File: src/rtl/intcon.sv
// intcon: latched, maskable, fixed-priority interrupt controller.
// Rising edges on int_sig set pending bits. The enabled pending bits are
// offered to the core one at a time through an irq/ack/done handshake.
// Bit 3 has the highest priority and bit 0 the lowest.
module intcon #(
    parameter int NSRC = 4
) (
    input  logic                    clk,
    input  logic                    nrst,
    input  logic [NSRC-1:0]         int_sig,
    input  logic                    en_wr,
    input  logic [NSRC-1:0]         en_din,
    input  logic                    clr_wr,
    input  logic [NSRC-1:0]         clr_din,
    output logic                    irq,
    output logic [$clog2(NSRC)-1:0] irq_id,
    input  logic                    irq_ack,
    input  logic                    irq_done,
    output logic [NSRC-1:0]         pending,
    output logic [NSRC-1:0]         en_mask,
    output logic                    in_service
);

    localparam int IDW = $clog2(NSRC);

    typedef enum logic [1:0] {
        ST_IDLE = 2'd0,
        ST_REQ  = 2'd1,
        ST_SERV = 2'd2
    } state_t;

    state_t          state_q, state_d;
    logic            irq_q, irq_d;
    logic [IDW-1:0]  irq_id_q, irq_id_d;
    logic            in_service_q, in_service_d;
    logic [NSRC-1:0] pending_q, pending_d;
    logic [NSRC-1:0] en_mask_q, en_mask_d;
    logic [NSRC-1:0] int_prev_q;

    logic [NSRC-1:0] rise;
    logic [NSRC-1:0] req;
    logic [IDW-1:0]  sel;
    logic            ack_fire;

    assign rise     = int_sig & ~int_prev_q;
    assign req      = pending_q & en_mask_q;
    assign ack_fire = (state_q == ST_REQ) && irq_ack;

    // Per-bit pending update. A rise beats the acknowledge clear, and the
    // acknowledge clear beats the software clear. Because of this order, a
    // source that fires again while it is being acknowledged is not lost.
    generate
        for (genvar gi = 0; gi < NSRC; gi++) begin : g_pend
            always_comb begin
                pending_d[gi] = pending_q[gi];
                if (rise[gi]) begin
                    pending_d[gi] = 1'b1;
                end else if (ack_fire && (irq_id_q == IDW'(gi))) begin
                    pending_d[gi] = 1'b0;
                end else if (clr_wr && clr_din[gi]) begin
                    pending_d[gi] = 1'b0;
                end
            end
        end
    endgenerate

    // Enable mask load. The FSM sees the new mask only on the next cycle.
    always_comb begin
        en_mask_d = en_mask_q;
        if (en_wr) begin
            en_mask_d = en_din;
        end
    end

    // Fixed-priority encoder. The scan runs from bit 0 upwards, so the
    // highest set request bit overwrites the lower ones and wins.
    always_comb begin
        sel = '0;
        for (int i = 0; i < NSRC; i++) begin
            if (req[i]) begin
                sel = IDW'(i);
            end
        end
    end

    // Handshake FSM: next state and next values of the registered outputs.
    always_comb begin
        state_d      = state_q;
        irq_d        = irq_q;
        irq_id_d     = irq_id_q;
        in_service_d = in_service_q;
        unique case (state_q)
            ST_IDLE: begin
                if (req != '0) begin
                    state_d  = ST_REQ;
                    irq_d    = 1'b1;
                    irq_id_d = sel;
                end
            end
            ST_REQ: begin
                // irq_id stays frozen here. A higher-priority arrival does
                // not pre-empt the request that is already presented.
                if (irq_ack) begin
                    state_d      = ST_SERV;
                    irq_d        = 1'b0;
                    in_service_d = 1'b1;
                end else if (!req[irq_id_q]) begin
                    state_d = ST_IDLE;
                    irq_d   = 1'b0;
                end
            end
            ST_SERV: begin
                if (irq_done) begin
                    state_d      = ST_IDLE;
                    in_service_d = 1'b0;
                end
            end
            default: begin
                state_d      = ST_IDLE;
                irq_d        = 1'b0;
                in_service_d = 1'b0;
            end
        endcase
    end

    // State register. Reset is asynchronous and clears everything, including
    // int_prev, so a level that is already high at release counts as a rise.
    always_ff @(posedge clk or negedge nrst) begin
        if (!nrst) begin
            state_q      <= ST_IDLE;
            irq_q        <= 1'b0;
            irq_id_q     <= '0;
            in_service_q <= 1'b0;
            pending_q    <= '0;
            en_mask_q    <= '0;
            int_prev_q   <= '0;
        end else begin
            state_q      <= state_d;
            irq_q        <= irq_d;
            irq_id_q     <= irq_id_d;
            in_service_q <= in_service_d;
            pending_q    <= pending_d;
            en_mask_q    <= en_mask_d;
            int_prev_q   <= int_sig;
        end
    end

    assign irq        = irq_q;
    assign irq_id     = irq_id_q;
    assign in_service = in_service_q;
    assign pending    = pending_q;
    assign en_mask    = en_mask_q;

endmodule
File: config.mk
export PLATFORM = sky130hd
export DESIGN_NAME = intcon
export DESIGN_NICKNAME = d
export VERILOG_FILES = /design/src/rtl/intcon.sv
export SDC_FILE = /design/constraint.sdc
export NUM_CORES = 1
export LEC_CHECK = 0
export ABC_AREA = 1
export CAP_MARGIN = 20
export CORE_MARGIN = 4
export CORE_UTILIZATION = 40
export CTS_BUF_LIST = sky130_fd_sc_hd__clkbuf_8
export CTS_CLUSTER_DIAMETER = 50
export DETAILED_ROUTE_END_ITERATION = 6
export PLACE_DENSITY = 0.77
export SYNTH_ARGS = -nofsm -noshare
export SYNTH_HDL_FRONTEND = slang
export SYNTH_SLANG_ARGS = --single-unit
File: constraint.sdc
create_clock -name clk -period 1.02 [get_ports clk]
set_input_delay 0.204 -clock clk [delete_from_list [all_inputs] [get_ports clk]]
set_output_delay 0.204 -clock clk [all_outputs]
set_load 0.01 [all_outputs]
==> out/results.ini <==
[clock_network]
clkLatencyLatePin_ps=260
cts_sinks=18
cts_root_buffer=clkbuf_8
cts_tree=yes
cts_inserted_buffers=3
postCtsHoldBufs=0
htree_num_levels=1
cts_max_path_buffers=2
cts.reportedPaths.clkPinSlew_ps=80

[layout]
syn2layout_area_growth_pct=80.00
diodes=0
utilization=0.7768
final-seq-area_um2=454.2
multiInputGateArea_um2=381.6
fillers=118
drive_above_1_share=0.5111
finalInstanceArea_mm2=0.001385
nets=154

[global_routing]
grt_first_pass_wirelength_um=3325
globalRoute.totalOverflow=0
grtUsageTotal=0.1691
grt_pass1_vias=772
antenna_found_initial=0
grt_max_degree=19

[critical_path]
crit_path_cell_trace=nor2_4, nand2_1, nand2_2, nor2_2, nand2_2, nand2_1, nand2_1, nand2_1
crit_path_top_delay_cell=dfrtp_2
critPathRequiredTime_ps=1170
cp-end-kind=flip-flop
startpoint_type=flip-flop
crit_top_cell=nand2_1
critPathTopFamily=simple AND/OR/NAND/NOR gates
crit_fanout=5
max_stage_delay_ps=470
critPathBufInv=0
critPathKind=reg -> reg
worstPathArrival_ps=1260

[synthesis]
yosysWarnings=0
yosysTopAreaCell=dfrtp_1
postSynthCellCount=84
synth.avg_cell_area_um2=9.161
ys_types=16
synthArstFlopShare=1.000
syn-num-nets=102
ys_ff_latch=18
synth.area.top_cells=dfrtp_1, nand2_1, mux2_2
seq_area_frac_synth=0.5854
synth_edf_count=0
yosys.area.top_type_share=0.5854
synth.most_common_cell=nand2_1
ys_top_cells_by_count=nand2_1, dfrtp_1, inv_1, nand3_1
syn_area_um2=769.5
synth_flop_cell=dfrtp_1

[routing]
drtIter0Drc=11
first_pass_iters=4
drc=0
viasPerCell=4.763
postRouteAntennaNets=0
vias=762
wl_per_cell_um=14.50
wl_um=2320

[floorplan]
die_h_um=51.86
ioPinCount=30
die-area_mm2=0.002689
start_util=0.4316
fp.dieW_um=51.86
row_count=15
design.core.area_mm2=0.001783

[placed_design]
gp_congestion=0.8674
place_hpwl_um=1442
io_buffer_count=29
place_area_mm2=0.001161
dpl_worst_slack_ps=-264.8

[timing]
holdWs_ps=275.4
fin_crit_ps=1114
rsz0062_at_grt=yes
hold_violations=0
timing.slew.headroom=0.8687
tightest_slew_ps=195.4
setup_viol=11
fmax_ghz=0.8975
finalCritPeriodShare=1.092
skew_ps=11.41
maxSlewViolCount=0
worst_slack_ps=-94.21

[pwr]
ir_worst_vdd_v=0.001523
p_sw_uw=1244
p_int_uw=2137
power_frac_comb=0.495
switching_share=0.3679
p_clk_frac=0.174
seqPwrFrac=0.332
leakagePower_uw=0.0006772
power_density_mw_per_mm2=2441

[min_path]
hold_path.class=in -> async

[run_status]
violations=setup timing
status=complete, but fails checks

[job]
cap_violations=0

==> power groups by stage <==
stage          clock (uW)  combinational [uW]  sequential, uW
3_3_place_gp            0                1140            1070
2_1_floorplan           0                 474            1120
6_report              588                1670            1120
5_1_grt               635                1820            1150
3_5_place_dp            0                1170            1080
4_1_cts               580                1390            1090
==> worst register-to-register path, stage by stage (launching register included) <==
cell and delay (ps):
dfrtp_2 470, nor2_4 150, nand2_1 80, nand2_2 70
nor2_2 30, nand2_2 60, nand2_1 50, nand2_1 50
nand2_1 50
==> final cells by class <==
type                       instances  area share
inverter                          10     0.02710
multi-input combinational         56      0.2755
sequential                        18      0.3279
tap                               25     0.02258
timing repair buffer              47      0.3071
clock buffer                       4     0.03975
==> cell families after synthesis <==
group	count (synthesis)	share of synthesized area
simple gates	42	0.2309
mux	4	0.05853
buf+inv	10	0.04877
flops	18	0.5854
compound gates	10	0.07643
==> what timing repair did <==
item / in CTS / in global routing
buffers inserted: 6 / 7
gates resized for setup: 72 / 22
endpoints found under the setup margin: 21 / 19
pin swaps: 16 / 11
==> per-stage QoR <==
stage,std cells,power (uW),TNS (ps)
after floorplan,84,1596,-11.55
after global placement,145,2206,-3440
after detailed placement,145,2247,-3753
after CTS,155,3068,-210.7
after global routing,160,3604,-1241
final,160,3380,-419.7
==> cells in the final DEF, fill, tap and decap left out <==
master           Yosys  routed
o211ai_1             1       1
nor2_4               0       3
o21ai_0              6       1
dlymetal6s2s_1       0       1
nand2_2              0       8
buf_4                0      10
dfrtp_1             18      15
clkbuf_8             0       4
o21ai_1              0       5
buf_12               0       1
nor2_1               6       2
buf_6                0      10
nand2_4              0       1
a21oi_1              1       1
nand2_1             23      14
nor3_2               0       1
o21bai_1             1       1
inv_1                9       6
nand3_1              8       2
and2_4               0       1
o21ai_4              0       1
buf_2                0       9
or2_4                0       1
mux2_2               4       4
clkdlybuf4s50_1      0      16
dfrtp_2              0       3
nor3_1               2       1
inv_2                1       4
nand3_2              0       6
nor2_2               1       2
==> final timing paths <==
kind,startpoint,end,slack [ps],depth (start not counted)
max,irq_id[1]$_DFFE_PN0P_,irq$_DFFE_PN0P_,-90,8
min,nrst,irq$_DFFE_PN0P_,280,2
max reg2reg,irq_id[1]$_DFFE_PN0P_,irq$_DFFE_PN0P_,-90,8
min reg2reg,int_prev_q[0]$_DFF_PN0_,pending[0]$_DFFE_PN0P_,410,1
max in group asynchronous,nrst,irq_id[0]$_DFFE_PN0P_,610,2
min in group clk,irq_ack,in_service$_DFFE_PN0P_,330,3
==> flip-flops by register name, indices dropped and copies added (netlist names) <==
signal / cells
en_mask: 4
irq_id: 2
int_prev_q: 4
pending: 4
state_q: 2
irq: 1
in_service: 1
==> metal layers <==
metal / track usage / wire length, um
met1: 0.1886 / 932
met5: 0 / 0
met4: 0.08297 / 40
met2: 0.2908 / 1223
met3: 0.04871 / 124
Power figures use the tool's default switching activity.
==> RTL change (config.mk and constraints unchanged) <==
Take the reset off `pending_q` and load it in a clocked block of its own.
--- a/src/rtl/intcon.sv
+++ b/src/rtl/intcon.sv
@@ -132,5 +132,4 @@
             irq_id_q     <= '0;
             in_service_q <= 1'b0;
-            pending_q    <= '0;
             en_mask_q    <= '0;
             int_prev_q   <= '0;
@@ -140,8 +139,11 @@
             irq_id_q     <= irq_id_d;
             in_service_q <= in_service_d;
-            pending_q    <= pending_d;
             en_mask_q    <= en_mask_d;
             int_prev_q   <= int_sig;
         end
+    end
+
+    always_ff @(posedge clk) begin
+        pending_q <= pending_d;
     end
 
Behaviour: not the same (a bounded check fails within 4 cycles, from zero or initial values and one cycle with nrst low).
==> RTL change against the unedited design <==
The run still ends with setup timing left; power shrank 5.5%; clock skew shrank 0.0094 ns; setup slack lost 0.046 ns; final area shrank 6.2%; routed wire length shrank 11%; area after synthesis shrank 2.0%; sequential cell count is the same; sequential share of layout area grew 1.0 points; utilization shrank 4.1 points; first-iteration DRC count shrank 64%.
==> RTL change: results (changes against the unedited design) <==
outcome=finished with violations (unchanged); failing checks=setup timing (unchanged); ANT cells=0 (unchanged); via count=782 (was 762); Setup CP Type=flip-flop to flip-flop (unchanged); final-report setup violation count=9 (was 11); Place WS=-0.244 ns (was -0.265 ns); Worst slew margin=0.867 (was 0.869); fill count=147 (was 118); Initial DRC Count=4 (was 11); largest net degree at the start of global routing=15 (was 19); top cells by count, synth=22 x nand2_1, 14 x dfrtp_1, 9 x inv_1, 8 x nand3_1, 5 x o21ai_0 (was 23 x nand2_1, 18 x dfrtp_1, 9 x inv_1, 8 x nand3_1); net switching power=1.18 mW (was 1.24 mW); multi-input gate count=55 (was 56); Avg WL per Cell=13.5 µm (was 14.5 µm); vias in the first global route=827 (was 772); largest cells by area after synthesis=dfrtp_1 46%, nand2_1 11%, dfxtp_1 11%, mux2_2 6.0%, nand3_1 5.3% (was dfrtp_1 59%, nand2_1 11%, mux2_2 5.9%, nand3_1 5.2%, inv_1 4.4%); Sequential Power Share=0.351 (was 0.332); slowest stage cell on the critical path=dfrtp_1 (was dfrtp_2); worst vdd ir=1370 µV (was 1520 µV); final worst slack=-0.140 ns (was -0.0942 ns); placed cell area=1130 µm² (was 1160 µm²); cell-internal power=2.02 mW (was 2.14 mW); Reg-to-Reg Start=en_mask[2] (was irq_id[1]); vias per cell=5.08 (was 4.76); post_cts resized=69 (was 72); sequential share of cell area=0.338 (was 0.328); combinational share of power=0.466 (was 0.495); Seq/Total Area, Yosys=0.570 (was 0.585); critical path arrival=1.31 ns (was 1.26 ns); met2 Resource Use GR=0.339 (was 0.291); GRT met1 Usage=0.175 (was 0.189); grt met3 use=0.0525 (was 0.0487); Netlist cell types=17 (was 16); highest net fanout along the worst path=3 (was 5); Leakage Power=0.615 nW (was 0.677 nW); post-route clock skew=0.00205 ns (was 0.0114 ns); met2 wire len=1100 µm (was 1220 µm); layout cells sized above 1=0.481 (was 0.511); post-DP HPWL=1400 µm (was 1440 µm); RePlAce Congestion=0.849 (was 0.867); fraction of standard cell area in multi-input logic=0.287 (was 0.276); Clock buf/inv share=0.0424 (was 0.0397); sequential cell count=18 (unchanged); signal buffers share of area=0.273 (was 0.307); WL met3=166 µm (was 124 µm); Non-Clock Inverter Count=11 (was 10); first-pass GRT wire length=3520 µm (was 3330 µm); post-placement cell count=144 (was 145); setup bufs post-CTS=2 (was 6); Final Util=0.736 (was 0.777); Hold/Removal Path Class=input pin to asynchronous set/reset pin (unchanged); Metal-1 WL=762 µm (was 932 µm); Slowest Stage Delay on Critical Path=0.42 ns (was 0.47 ns); setup TNS=-0.471 ns (was -0.420 ns); all-layer global routing usage=0.176 (was 0.169); Post-synth ARST share=0.778 (was 1.00); nonclk buf count=41 (was 47)
## RTL change: worst min-delay path by stage
stage | cells past startpoint | slack (ns) | from | end
floorplan | 0 | -0.09 | nrst | en_mask[0]
global placement | 1 | 0.40 | int_prev_q[1] | pending[1]
detailed placement | 1 | 0.40 | int_prev_q[3] | pending[3]
global route | 2 | 0.30 | nrst | in_service
finish | 2 | 0.27 | nrst | irq_id[0]
CTS | 2 | 0.27 | nrst | in_service
## RTL change: critical path: cells and delay by family, from the launching register on
family | cells | cell delay [ns]
buffers and inverters | 1 | 0.07
DFF | 1 | 0.42
and+or+nand+nor | 7 | 0.56
## RTL change: logic make-up after synthesis
family                 Yosys count  share of synthesized area
muxes                            4                     0.0597
DFF                             18                      0.570
AOI/OAI and AO/OA               10                     0.0730
buffers and inverters           11                     0.0547
and+or+nand+nor                 41                      0.242
